`src/rtl/exp3_addsub.sv`:
```
// Registered half/full adder-subtractor over a WIDTH-cell ripple chain, one-cycle latency.
// Optional signed-overflow output is enabled by defining ADDSUB_OVERFLOW_EN.
module exp3_addsub #(
  parameter int WIDTH = 1
) (
  input  logic             clk,
  input  logic             rst_n,
  input  logic             in_valid,
  input  logic             mode_addsub,
  input  logic             mode_halffull,
  input  logic [WIDTH-1:0] signal_a,
  input  logic [WIDTH-1:0] signal_b,
  input  logic             carryborrow_in,
  output logic             out_valid,
  output logic [WIDTH-1:0] sumdiff,
  output logic             carryborrow_out
`ifdef ADDSUB_OVERFLOW_EN
  ,
  output logic             overflow
`endif
);

  // Full-adder cell: returns {carry_out, sum}.
  function automatic logic [1:0] add_cell(input logic a, input logic b, input logic c);
    return {(a & b) | (c & (a ^ b)), a ^ b ^ c};
  endfunction

  // Full-subtractor cell: returns {borrow_out, difference}.
  function automatic logic [1:0] sub_cell(input logic a, input logic b, input logic c);
    return {(~a & b) | (c & ~(a ^ b)), a ^ b ^ c};
  endfunction

  logic [WIDTH:0]   chain_s;
  logic [WIDTH-1:0] result_s;

  logic             out_valid_r;
  logic [WIDTH-1:0] sumdiff_r;
  logic             carryborrow_out_r;

  // Ripple chain; half mode forces the chain input low so carryborrow_in has no effect.
  always_comb begin
    chain_s    = '0;
    result_s   = '0;
    chain_s[0] = carryborrow_in & mode_halffull;
    for (int i = 0; i < WIDTH; i++) begin
      if (mode_addsub) begin
        {chain_s[i+1], result_s[i]} = sub_cell(signal_a[i], signal_b[i], chain_s[i]);
      end else begin
        {chain_s[i+1], result_s[i]} = add_cell(signal_a[i], signal_b[i], chain_s[i]);
      end
    end
  end

  // Result registers: reset wins, results hold while no request is accepted.
  always_ff @(posedge clk) begin
    if (!rst_n) begin
      out_valid_r       <= 1'b0;
      sumdiff_r         <= '0;
      carryborrow_out_r <= 1'b0;
    end else if (in_valid) begin
      out_valid_r       <= 1'b1;
      sumdiff_r         <= result_s;
      carryborrow_out_r <= chain_s[WIDTH];
    end else begin
      out_valid_r       <= 1'b0;
      sumdiff_r         <= sumdiff_r;
      carryborrow_out_r <= carryborrow_out_r;
    end
  end

  assign out_valid       = out_valid_r;
  assign sumdiff         = sumdiff_r;
  assign carryborrow_out = carryborrow_out_r;

`ifdef ADDSUB_OVERFLOW_EN
  logic overflow_s;
  logic overflow_r;

  // Two's-complement overflow: carry mismatch into/out of the MSB for add, sign rule for subtract.
  always_comb begin
    overflow_s = 1'b0;
    if (mode_addsub) begin
      overflow_s = (signal_a[WIDTH-1] ^ signal_b[WIDTH-1]) & (result_s[WIDTH-1] ^ signal_a[WIDTH-1]);
    end else begin
      overflow_s = chain_s[WIDTH] ^ chain_s[WIDTH-1];
    end
  end

  // Overflow register shares the timing and reset behaviour of sumdiff.
  always_ff @(posedge clk) begin
    if (!rst_n) begin
      overflow_r <= 1'b0;
    end else if (in_valid) begin
      overflow_r <= overflow_s;
    end else begin
      overflow_r <= overflow_r;
    end
  end

  assign overflow = overflow_r;
`endif

endmodule

```
`config.mk`:
```
export PLATFORM = sky130hd
export DESIGN_NAME = exp3_addsub
export DESIGN_NICKNAME = d
export VERILOG_FILES = /design/src/rtl/exp3_addsub.sv
export SDC_FILE = /design/constraint.sdc
export NUM_CORES = 1
export LEC_CHECK = 0
export ABC_AREA = 1
export ABC_CLOCK_PERIOD_IN_PS = 2700
export CAP_MARGIN = 20
export CORE_AREA = 10 10 47 49
export DETAILED_ROUTE_END_ITERATION = 10
export DIE_AREA = 0 0 57 59
export PLACE_DENSITY_LB_ADDON = 0.25
export SLEW_MARGIN = 10
export SYNTH_ARGS = -nofsm -noshare
export SYNTH_HDL_FRONTEND = slang
export SYNTH_SLANG_ARGS = --single-unit
```
`constraint.sdc`:
```
create_clock -name clk -period 2.7 [get_ports clk]
set_input_delay 0.27 -clock clk [delete_from_list [all_inputs] [get_ports clk]]
set_output_delay 0.27 -clock clk [all_outputs]
set_load 0.02 [all_outputs]
```
**Word level (Yosys, flattened, before mapping)**

Cells that the tools add are included.

- Input bits: 8
- Output and inout bits: 3
- Register bits: 3

- Mux-type cells: 2
- Bitwise logic cells: 11

Operators with widths:

| cell | number |
|---|---|
| bitwise AND 1 bit | 5 |
| two-way mux 1 bit | 2 |
| NOT 1 bit | 2 |
| OR 1 bit | 2 |
| bitwise XOR 1 bit | 2 |

**Logic depth before layout (Yosys ltp)**

Gate-level depths: netlist (run 1).

- Depth in word-level cells: 5
- Mapped depth: 7
- Depth with buffers taken out: 7

**Worst setup path before layout (run 1)**

No wires, ideal clock.

- Kind: input to register
- Start: input carryborrow_in
- End: register sumdiff_r (netlist: sumdiff)
- Arrival time: 0.956 ns
- Slack: 1.631 ns
- Data required time: 2.587 ns
- Buffers on the path: 0
- Cell stages on the path: 6
- Cells stage by stage: nand2_1 -> inv_1 -> fa_1 -> nand2_1 -> nand2_1 -> nor2_1

- Longest elaborated chain between the ends: 2

RTL lines:

| what | line | RTL |
|---|---|---|
| start: declaration | 13 | `input logic carryborrow_in,` |
| bitwise AND 1 bit | 44 | `chain_s[0] = carryborrow_in & mode_halffull;` |
| bitwise XOR 1 bit | 25, 30 |  |
| end signal: assignment | 62 | `sumdiff_r <= result_s;` |
| end signal: assignment | 66 | `sumdiff_r <= sumdiff_r;` |
| end: declaration | 37 | `logic [WIDTH-1:0] sumdiff_r;` |

Every way passes these cells.
A chain may end at the register's enable or synchronous reset.

**Worst setup path in the final report (run 1)**

- Start: register carryborrow_out_r (netlist: carryborrow_out)
- End: output carryborrow_out

RTL lines:

| what | line | RTL |
|---|---|---|
| start: declaration | 38 | `logic carryborrow_out_r;` |
| start signal: assignment | 63 | `carryborrow_out_r <= chain_s[WIDTH];` |
| start signal: assignment | 67 | `carryborrow_out_r <= carryborrow_out_r;` |
| end: declaration | 16 | `output logic carryborrow_out` |

No word-level cell between the ends.

==> results.yml, run 1 <==
global_routing:
  grt_first_pass_wirelength_um: 627
  grt_antenna_before_repair: 0
  maximum_number_of_pins_on_one_net_before_global_route_repair: 6
  grt_pass1_vias: 162
  global_route.overflow_total: 0
  groute.usage.overall: 0.02595
route:
  top_layer_used: "met3"
  detail_route.wl_per_cell_um: 7.608
  detail_route.wirelength.met1_um: 180
  routed_wl_um: 388
  met2_length_um: 160
  vias: 165
  vias_per_cell: 3.235
  met3WireLength_um: 48
  antenna_left: 0
  detail_route.drc_violations: 0
  dr.first_iter.drc_count: 5
  drt-pass1-iter-count: 3
sta:
  setup-violations-final: 0
  tns_ns: 0
  max_slew_vio_count: 0
  worst_slew_margin_rel: 0.8502
  finalHoldWorstSlack_ns: 0.4844
  final.min_clock_period_ns: 1.438
  hold_viol: 0
  setup_repair_after_global_routing_missed_its_margin: "no"
  final.period_utilization: 0.5325
  fmax_ghz: 0.6955
  timing.clock.skew_ns: 0
  worstMarginPinSlew_ns: 0.2241
clocking:
  cts_tree: "yes"
  clock_insertion_delay_worst_skew_ns: 0.23
  clock_tree.root_cell: "sky130_fd_sc_hd__clkbuf_4"
  ctsHtreeMaxLevel: 1
  clkSinkCount: 3
  post_cts_repair_setup_buffers: 0
  cts_stage_hold_buffer_count: 0
  cts_resized: 0
  ctsLongestPathBuffers: 2
  cts-buffers-inserted: 3
  cts.reportedPaths.clkPinSlew_ns: 0.04
setup_path:
  timing.critical_path.slowest_cell_delay_ns: 0.61
  critical-path-top-delay-family: "buffers and inverters"
  criticalPathCategory: "register to primary output"
  critical_path_buffer_and_inverter_count: 1
  setup.worst_path.start_class: "register"
  data_arrival_at_the_endpoint_of_the_critical_path_ns: 1.17
  cp-end-kind: "primary output"
  crit_fanout: 2
  worst-endpoint-required_ns: 2.43
  slowest_stage: "sky130_fd_sc_hd__clkdlybuf4s50_1"
  timing.critical_path.cells: "clkdlybuf4s50_1"
outcome:
  status: "completed"
cells_and_area:
  flow.area_growth_from_synthesis_pct: 90.70
  n_fill_cell: 166
  final_util: 0.2196
  antennaDiodeCount: 0
  final_nets: 46
  final_layout_size_suffix_gt1_frac: 0.08571
  finalInstanceArea_sq_um: 307.8
floorplanning:
  pin_count: 11
  placementRows: 14
  area_of_the_core_sq_mm: 0.001401
  die_w_um: 57
  fp.dieArea_sq_mm: 0.003363
  chipHeight_um: 59
  initial_core_util: 0.1152
run:
  cap_viol_max_count: 0
logic_synthesis:
  synth_cells: 21
  synth_fp_nets: 31
  synth_seq_cells: 3
  synth_seq_area_share: 0.3721
  syn_area_per_cell_sq_um: 7.686
  syn-cell-area_sq_um: 161.4
  synth_warnings: 0
  number_of_distinct_library_cell_variants_in_the_gate_level_netlist_after_synthesis: 6
placed_design:
  port_buffers: 10
  placed_area_sq_um: 281.5
  gp_congestion: 0.5516
hold_path:
  hold_removal_path_class: "register to register"
pwr:
  total_power_mw: 0.1607
  vdd_ir_drop_max_uv: 119.1
  static-leakage-power_nw: 0.1457
  power_per_cell_area_mw_per_mm2: 522.1
[routing by layer]
| layer | up-vias | GRT usage |
|---|---|---|
| li1 | 87 | - |
| met5 | - | 0 |
| met1 | 69 | 0.02143 |
| met3 | 0 | 0.02790 |
| met2 | 9 | 0.02636 |
| met4 | 0 | 0.04027 |
[cells by family (layout without fill, tap and decap cells)]
group           Yosys count  count (layout)  share of synthesized area
compound gates            1               1                    0.03098
buf+inv                   4              18                    0.09300
simple gates             11              11                     0.2558
fa+ha+maj                 2               2                     0.2481
flops                     3               3                     0.3721
[flip-flops by register name, indices dropped and copies added, names as in the netlist]
name and count:
carryborrow_out 1, sumdiff 1, out_valid 1
[where the power goes]
| part | total [mW] | internal, mW | leakage, nW | switching [mW] |
|---|---|---|---|---|
| sequential | 0.0492 | 0.0478 | 0.0249 | 0.00140 |
| clock | 0.0786 | 0.0554 | 0.0150 | 0.0232 |
| combinational | 0.0329 | 0.0186 | 0.106 | 0.0143 |
| total | 0.161 | 0.122 | 0.146 | 0.0389 |
[worst paths after layout]
path                                              startpoint                      endpoint  slack (ns)  cells past startpoint
worst max-delay path            carryborrow_out$_SDFFE_PN0P_               carryborrow_out        1.26                      1
worst min-delay path                    sumdiff$_SDFFE_PN0P_          sumdiff$_SDFFE_PN0P_        0.48                      2
worst max register to register  carryborrow_out$_SDFFE_PN0P_  carryborrow_out$_SDFFE_PN0P_        2.12                      2
worst min register to register          sumdiff$_SDFFE_PN0P_          sumdiff$_SDFFE_PN0P_        0.48                      2
[layout make-up]
type | count | area, sq um | area share
timing repair buffer | 10 | 100.1 | 0.3252
inverter | 4 | 15.01 | 0.04878
clock buffer | 4 | 26.28 | 0.08537
sequential | 3 | 60.06 | 0.1951
tap | 16 | 20.02 | 0.06504
multi-input combinational | 14 | 86.33 | 0.2805
[layout by cell type (no fill, tap or decap)]
cell type | Yosys | final
sky130_fd_sc_hd__nand2_1 | 6 | 6
sky130_fd_sc_hd__clkbuf_1 | 0 | 1
sky130_fd_sc_hd__clkbuf_4 | 0 | 3
sky130_fd_sc_hd__inv_1 | 4 | 4
sky130_fd_sc_hd__nor2_1 | 5 | 5
sky130_fd_sc_hd__fa_1 | 2 | 2
sky130_fd_sc_hd__clkdlybuf4s50_1 | 0 | 10
sky130_fd_sc_hd__o21ai_1 | 1 | 1
sky130_fd_sc_hd__dfxtp_1 | 3 | 3
[Yosys cell counts]
master / number / area, sq um
sky130_fd_sc_hd__nand2_1: 6 / 22.52
sky130_fd_sc_hd__nor2_1: 5 / 18.77
sky130_fd_sc_hd__inv_1: 4 / 15.01
sky130_fd_sc_hd__dfxtp_1: 3 / 60.06
sky130_fd_sc_hd__fa_1: 2 / 40.04
sky130_fd_sc_hd__o21ai_1: 1 / 5.000
[stage by stage]
| stage | setup slack (ns) | std cells |
|---|---|---|
| floorplan | 1.631 | 21 |
| global placement | 1.071 | 47 |
| detailed placement | 1.055 | 47 |
| CTS | 1.248 | 51 |
| global route | 1.230 | 51 |
| finish | 1.262 | 51 |
No activity file was read; power rests on OpenSTA's default activity.
==> run 2: changes to the inputs <==
ABC_CLOCK_PERIOD_IN_PS = 1300   (was 2700)
clock period = 1.3 ns   (was 2.7 ns; I/O delays follow)
==> run 2 against run 1 <==
Against the previous run: sequential cell count unchanged; cell count up 2.0%; global-route usage up 0.48 points; core utilization increased by 0.89 points; cell area increased by 4.1%; total power rose by 110%; combinational power is 110% higher; register-to-register slack worse by 1.4 ns; via count up 4.8%; critical path type is now input port to register; highest routed layer is now met4.
==> results.yml, run 2 (same netlist as run 1, synthesis figures left out) <==
sta:
  finalHoldWorstSlack_ns: 0.4819
  max_slew_vio_count: 0
  fmax_ghz: 0.8141
  setup-violations-final: 0
  setup_repair_after_global_routing_missed_its_margin: "no"
  worstMarginPinSlew_ns: 0.2304
  hold_viol: 0
  final.min_clock_period_ns: 1.228
  final.period_utilization: 0.9449
  worst_slew_margin_rel: 0.8462
  timing.clock.skew_ns: 0
cells_and_area:
  final_layout_size_suffix_gt1_frac: 0.1667
  final-seq-area_sq_um: 60.06
  antennaDiodeCount: 0
  combined_area_of_the_multi_input_logic_cells_sq_um: 91.34
  final_cell_mix: "sky130_fd_sc_hd__clkdlybuf4s50_1, sky130_fd_sc_hd__nand2_1, sky130_fd_sc_hd__inv_1, sky130_fd_sc_hd__nor2_1"
  n_fill_cell: 168
  layout.cells.most_common: "sky130_fd_sc_hd__clkdlybuf4s50_1"
  flow.area_growth_from_synthesis_pct: 98.45
  final_nets: 47
  final_util: 0.2286
pwr:
  share_of_total_power_in_combinational_logic: 0.208
  clkPwrFrac: 0.487
  seqPwrFrac: 0.305
  static-leakage-power_nw: 0.1695
  switching_share: 0.2451
  total_switching_power_mw: 0.08190
  cell_internal_pwr_mw: 0.2522
  power_per_cell_area_mw_per_mm2: 1043
  vdd_ir_drop_max_uv: 172.9
floorplanning:
  placementRows: 14
  initial_core_util: 0.1152
  area_of_the_core_sq_mm: 0.001401
  fp.dieArea_sq_mm: 0.003363
  chipHeight_um: 59
  pin_count: 11
  die_w_um: 57
clocking:
  cts-buffers-inserted: 3
  cts_tree: "yes"
  ctsLongestPathBuffers: 2
  cts_stage_hold_buffer_count: 0
  post_cts_repair_setup_buffers: 0
  clock_insertion_delay_worst_skew_ns: 0.23
  clock_tree.root_cell: "sky130_fd_sc_hd__clkbuf_4"
  cts.reportedPaths.clkPinSlew_ns: 0.04
  clkSinkCount: 3
  ctsHtreeMaxLevel: 1
setup_path:
  cp-end-kind: "register"
  regToRegEndpoint: "carryborrow_out$_SDFFE_PN0P_"
  criticalPathCategory: "input port to register"
  r2r_setup_slack_ns: 0.73
  setup.worst_path.start_class: "input port"
  data_arrival_at_the_endpoint_of_the_critical_path_ns: 1.35
  r2r-start: "carryborrow_out$_SDFFE_PN0P_"
  worst-endpoint-required_ns: 1.43
  crit_fanout: 2
  r2r_cells: 2
route:
  antenna_left: 0
  detail_route.drc_violations: 0
  detail_route.wl_per_cell_um: 8.346
  dr.first_iter.drc_count: 0
  vias: 173
  vias_per_cell: 3.327
  drt-pass1-iter-count: 1
  routed_wl_um: 434
hold_path:
  holdCritStartpoint: "sumdiff$_SDFFE_PN0P_"
  hold_removal_path_class: "register to register"
  min_path_cells: 2
  timing.hold.worst_endpoint: "sumdiff$_SDFFE_PN0P_"
outcome:
  status: "completed"
global_routing:
  grt_pass1_vias: 205
  global_route.overflow_total: 0
  grt_first_pass_wirelength_um: 752
  groute.usage.overall: 0.03071
  maximum_number_of_pins_on_one_net_before_global_route_repair: 6
  grt_antenna_before_repair: 0
placed_design:
  gp_congestion: 0.5437
  port_buffers: 10
run:
  cap_viol_max_count: 0
## run 2: changes by cell type in the layout (fill, tap and decap cells not counted), sizes merged
| cell | delta |
|---|---|
| buf | +1 |
| clkdlybuf4s50 | -3 |
| dlygate4sd2 | +2 |
| dlymetal6s2s | +1 |
## run 2: power by group through the flow
| stage | registers, mW | clock network (mW) | logic [mW] |
|---|---|---|---|
| 6_report | 0.102 | 0.163 | 0.0694 |
| 5_1_grt | 0.103 | 0.173 | 0.0787 |
| 4_1_cts | 0.102 | 0.169 | 0.0697 |
| 3_5_place_dp | 0.104 | 0 | 0.0730 |
| 3_3_place_gp | 0.104 | 0 | 0.0716 |
| 2_1_floorplan | 0.112 | 0 | 0.0188 |
## run 2: through the flow
stage / worst slack, ns / power [mW] / cells / setup TNS, ns / area, sq um
detailed placement: -0.1612 / 0.1771 / 48 / -0.3157 / 289.0
global placement: -0.1709 / 0.1753 / 48 / -0.3230 / 289.0
CTS: 0.02784 / 0.3412 / 52 / 0 / 312.8
floorplan: 0.3708 / 0.1307 / 21 / 0 / 161.4
finish: 0.07163 / 0.3341 / 52 / 0 / 320.3
global route: 0.006419 / 0.3548 / 52 / 0 / 320.3
## run 2: routing by layer
layer	GRT usage	share of wire
met5	0	0
met4	0.04027	0.048
met3	0.02575	0.13
met2	0.03721	0.37
met1	0.02738	0.45
## run 2: final cells by class
class | instances | area share
tap | 16 | 0.06250
clock buffer | 4 | 0.08203
inverter | 4 | 0.04688
timing repair buffer | 11 | 0.3359
sequential | 3 | 0.1875
multi-input combinational | 14 | 0.2852
## run 2: how the worst max path moves through the flow
stage	startpoint	endpoint	cells past startpoint
4_1_cts	out_valid$_SDFF_PN0_	out_valid	1
2_1_floorplan	carryborrow_in	sumdiff$_SDFFE_PN0P_	6
6_report	signal_a	sumdiff$_SDFFE_PN0P_	6
3_5_place_dp	signal_a	sumdiff$_SDFFE_PN0P_	6
5_1_grt	signal_a	sumdiff$_SDFFE_PN0P_	6
3_3_place_gp	signal_a	carryborrow_out$_SDFFE_PN0P_	7
## run 2: worst max-delay path, cell delays in order
cell and delay [ns]:
sky130_fd_sc_hd__clkdlybuf4s50_1 0.47, sky130_fd_sc_hd__inv_1 0.06, sky130_fd_sc_hd__fa_2 0.55, sky130_fd_sc_hd__nand2_1 0.05, sky130_fd_sc_hd__nand2_1 0.06, sky130_fd_sc_hd__nor2_1 0.04
## run 2: what timing repair did
action                                  in CTS  in global routing
resized for setup                            2                  3
endpoints found under the setup margin       2                  2
pin swaps                                    0                  1
==> run 3: changes to the inputs <==
ABC_CLOCK_PERIOD_IN_PS = 1200   (was 1300)
clock period = 1.2 ns   (was 1.3 ns; I/O delays follow)
==> run 3 against run 2 <==
Against the previous run: cell area down 1.6%; via count down 0.58%; worst setup slack worse by 0.0018 ns; total power up 5.2%; combinational power about the same; cell count unchanged; sequential share of layout area up 0.30 points; highest routed layer is now met3.
==> results.yml, run 3 (same netlist as run 1, synthesis figures left out) <==
sta:
  hold_viol: 0
  finalHoldWorstSlack_ns: 0.4456
  timing.clock.skew_ns: 0
  final.period_utilization: 0.9418
  fmax_ghz: 0.8848
  max_slew_vio_count: 0
  worstMarginPinSlew_ns: 0.2176
  final.min_clock_period_ns: 1.130
  setup_repair_after_global_routing_missed_its_margin: "no"
  tns_ns: 0
  setup-violations-final: 0
  worst_slew_margin_rel: 0.8555
pwr:
  power_per_cell_area_mw_per_mm2: 1115
  switching_share: 0.2361
  share_of_total_power_in_combinational_logic: 0.198
  vdd_ir_drop_max_uv: 267.7
  cell_internal_pwr_mw: 0.2685
  seqPwrFrac: 0.314
  total_switching_power_mw: 0.08297
  clkPwrFrac: 0.488
  static-leakage-power_nw: 0.1780
cells_and_area:
  n_fill_cell: 171
  final_layout_size_suffix_gt1_frac: 0.1389
  final_util: 0.2250
  final_nets: 47
  antennaDiodeCount: 0
  layout.cells.most_common: "sky130_fd_sc_hd__nand2_1"
  final_cell_mix: "sky130_fd_sc_hd__nand2_1, sky130_fd_sc_hd__nor2_1, sky130_fd_sc_hd__clkdlybuf4s50_1, sky130_fd_sc_hd__dlygate4sd2_1"
  flow.area_growth_from_synthesis_pct: 95.35
  finalInstanceArea_sq_um: 315.3
  post_layout_nonfiller_instances: 52
clocking:
  ctsLongestPathBuffers: 2
  cts-buffers-inserted: 3
  clkSinkCount: 3
  clock_insertion_delay_worst_skew_ns: 0.23
  clock_tree.root_cell: "sky130_fd_sc_hd__clkbuf_4"
  cts.reportedPaths.clkPinSlew_ns: 0.03
  ctsHtreeMaxLevel: 1
  cts_stage_hold_buffer_count: 0
  cts_tree: "yes"
floorplanning:
  initial_core_util: 0.1152
  pin_count: 11
  fp.dieArea_sq_mm: 0.003363
  placementRows: 14
  die_w_um: 57
  chipHeight_um: 59
  area_of_the_core_sq_mm: 0.001401
route:
  dr.first_iter.drc_count: 2
  routed_wl_um: 389
  vias_per_cell: 3.308
  antenna_left: 0
  detail_route.drc_violations: 0
  vias: 172
  detail_route.wl_per_cell_um: 7.481
  drt-pass1-iter-count: 4
setup_path:
  criticalPathCategory: "input port to register"
  worst-endpoint-required_ns: 1.32
  cp-end-kind: "register"
  data_arrival_at_the_endpoint_of_the_critical_path_ns: 1.25
  crit_fanout: 2
  setup.worst_path.start_class: "input port"
global_routing:
  grt_pass1_vias: 186
  grt_first_pass_wirelength_um: 648
  groute.usage.overall: 0.02551
  grt_antenna_before_repair: 0
  maximum_number_of_pins_on_one_net_before_global_route_repair: 6
  global_route.overflow_total: 0
outcome:
  status: "completed"
placed_design:
  gp_congestion: 0.5638
  port_buffers: 10
  placed_area_sq_um: 289.0
  post-place-cells: 48
run:
  cap_viol_max_count: 0
hold_path:
  hold_removal_path_class: "input port to register"
## run 3: what timing repair did
item                                    CTS  global route
resized for setup                         4             3
endpoints found under the setup margin    4             1
pin swaps                                 0             2
buffers inserted                          0             0
## run 3: worst paths after layout
check | start | to | slack [ns] | cells past startpoint
worst max register to register | carryborrow_out$_SDFFE_PN0P_ | carryborrow_out$_SDFFE_PN0P_ | 0.62 | 2
worst max-delay path | signal_b | sumdiff$_SDFFE_PN0P_ | 0.07 | 5
worst min register to register | sumdiff$_SDFFE_PN0P_ | sumdiff$_SDFFE_PN0P_ | 0.48 | 2
worst min-delay path | carryborrow_in | sumdiff$_SDFFE_PN0P_ | 0.45 | 7
## run 3: critical path, stage by stage
cell and delay [ns]:
sky130_fd_sc_hd__clkdlybuf4s50_1 0.46, sky130_fd_sc_hd__fa_1 0.52, sky130_fd_sc_hd__nand2_1 0.05, sky130_fd_sc_hd__nand2_1 0.06
sky130_fd_sc_hd__nor2_1 0.03
## run 3: layer usage
layer	routed length [um]	global-route usage
met5	0	0
met4	0	0.03020
met3	68	0.02790
met2	149	0.03411
met1	171	0.01784
## run 3: cell type report
cell class	instances	area (sq um)	share of cell area
Clock buffer	4	26.28	0.08333
Inverter	4	15.01	0.04762
Multi-Input combinational cell	14	86.33	0.2738
Sequential cell	3	60.06	0.1905
Tap cell	16	20.02	0.06349
Timing Repair Buffer	11	107.6	0.3413
## run 3: power groups by stage
stage	sequential, mW	clock (mW)	combinational (mW)
finish	0.110	0.171	0.0696
floorplan	0.121	0	0.0203
global placement	0.112	0	0.0778
CTS	0.111	0.180	0.0722
global route	0.111	0.193	0.0792
detailed placement	0.112	0	0.0777
## run 3: per-stage QoR
step	power (mW)	setup slack [ns]
2_1_floorplan	0.1416	0.2808
3_3_place_gp	0.1902	-0.2434
3_5_place_dp	0.1900	-0.2367
4_1_cts	0.3631	0.04696
5_1_grt	0.3835	0.01729
6_report	0.3514	0.06980
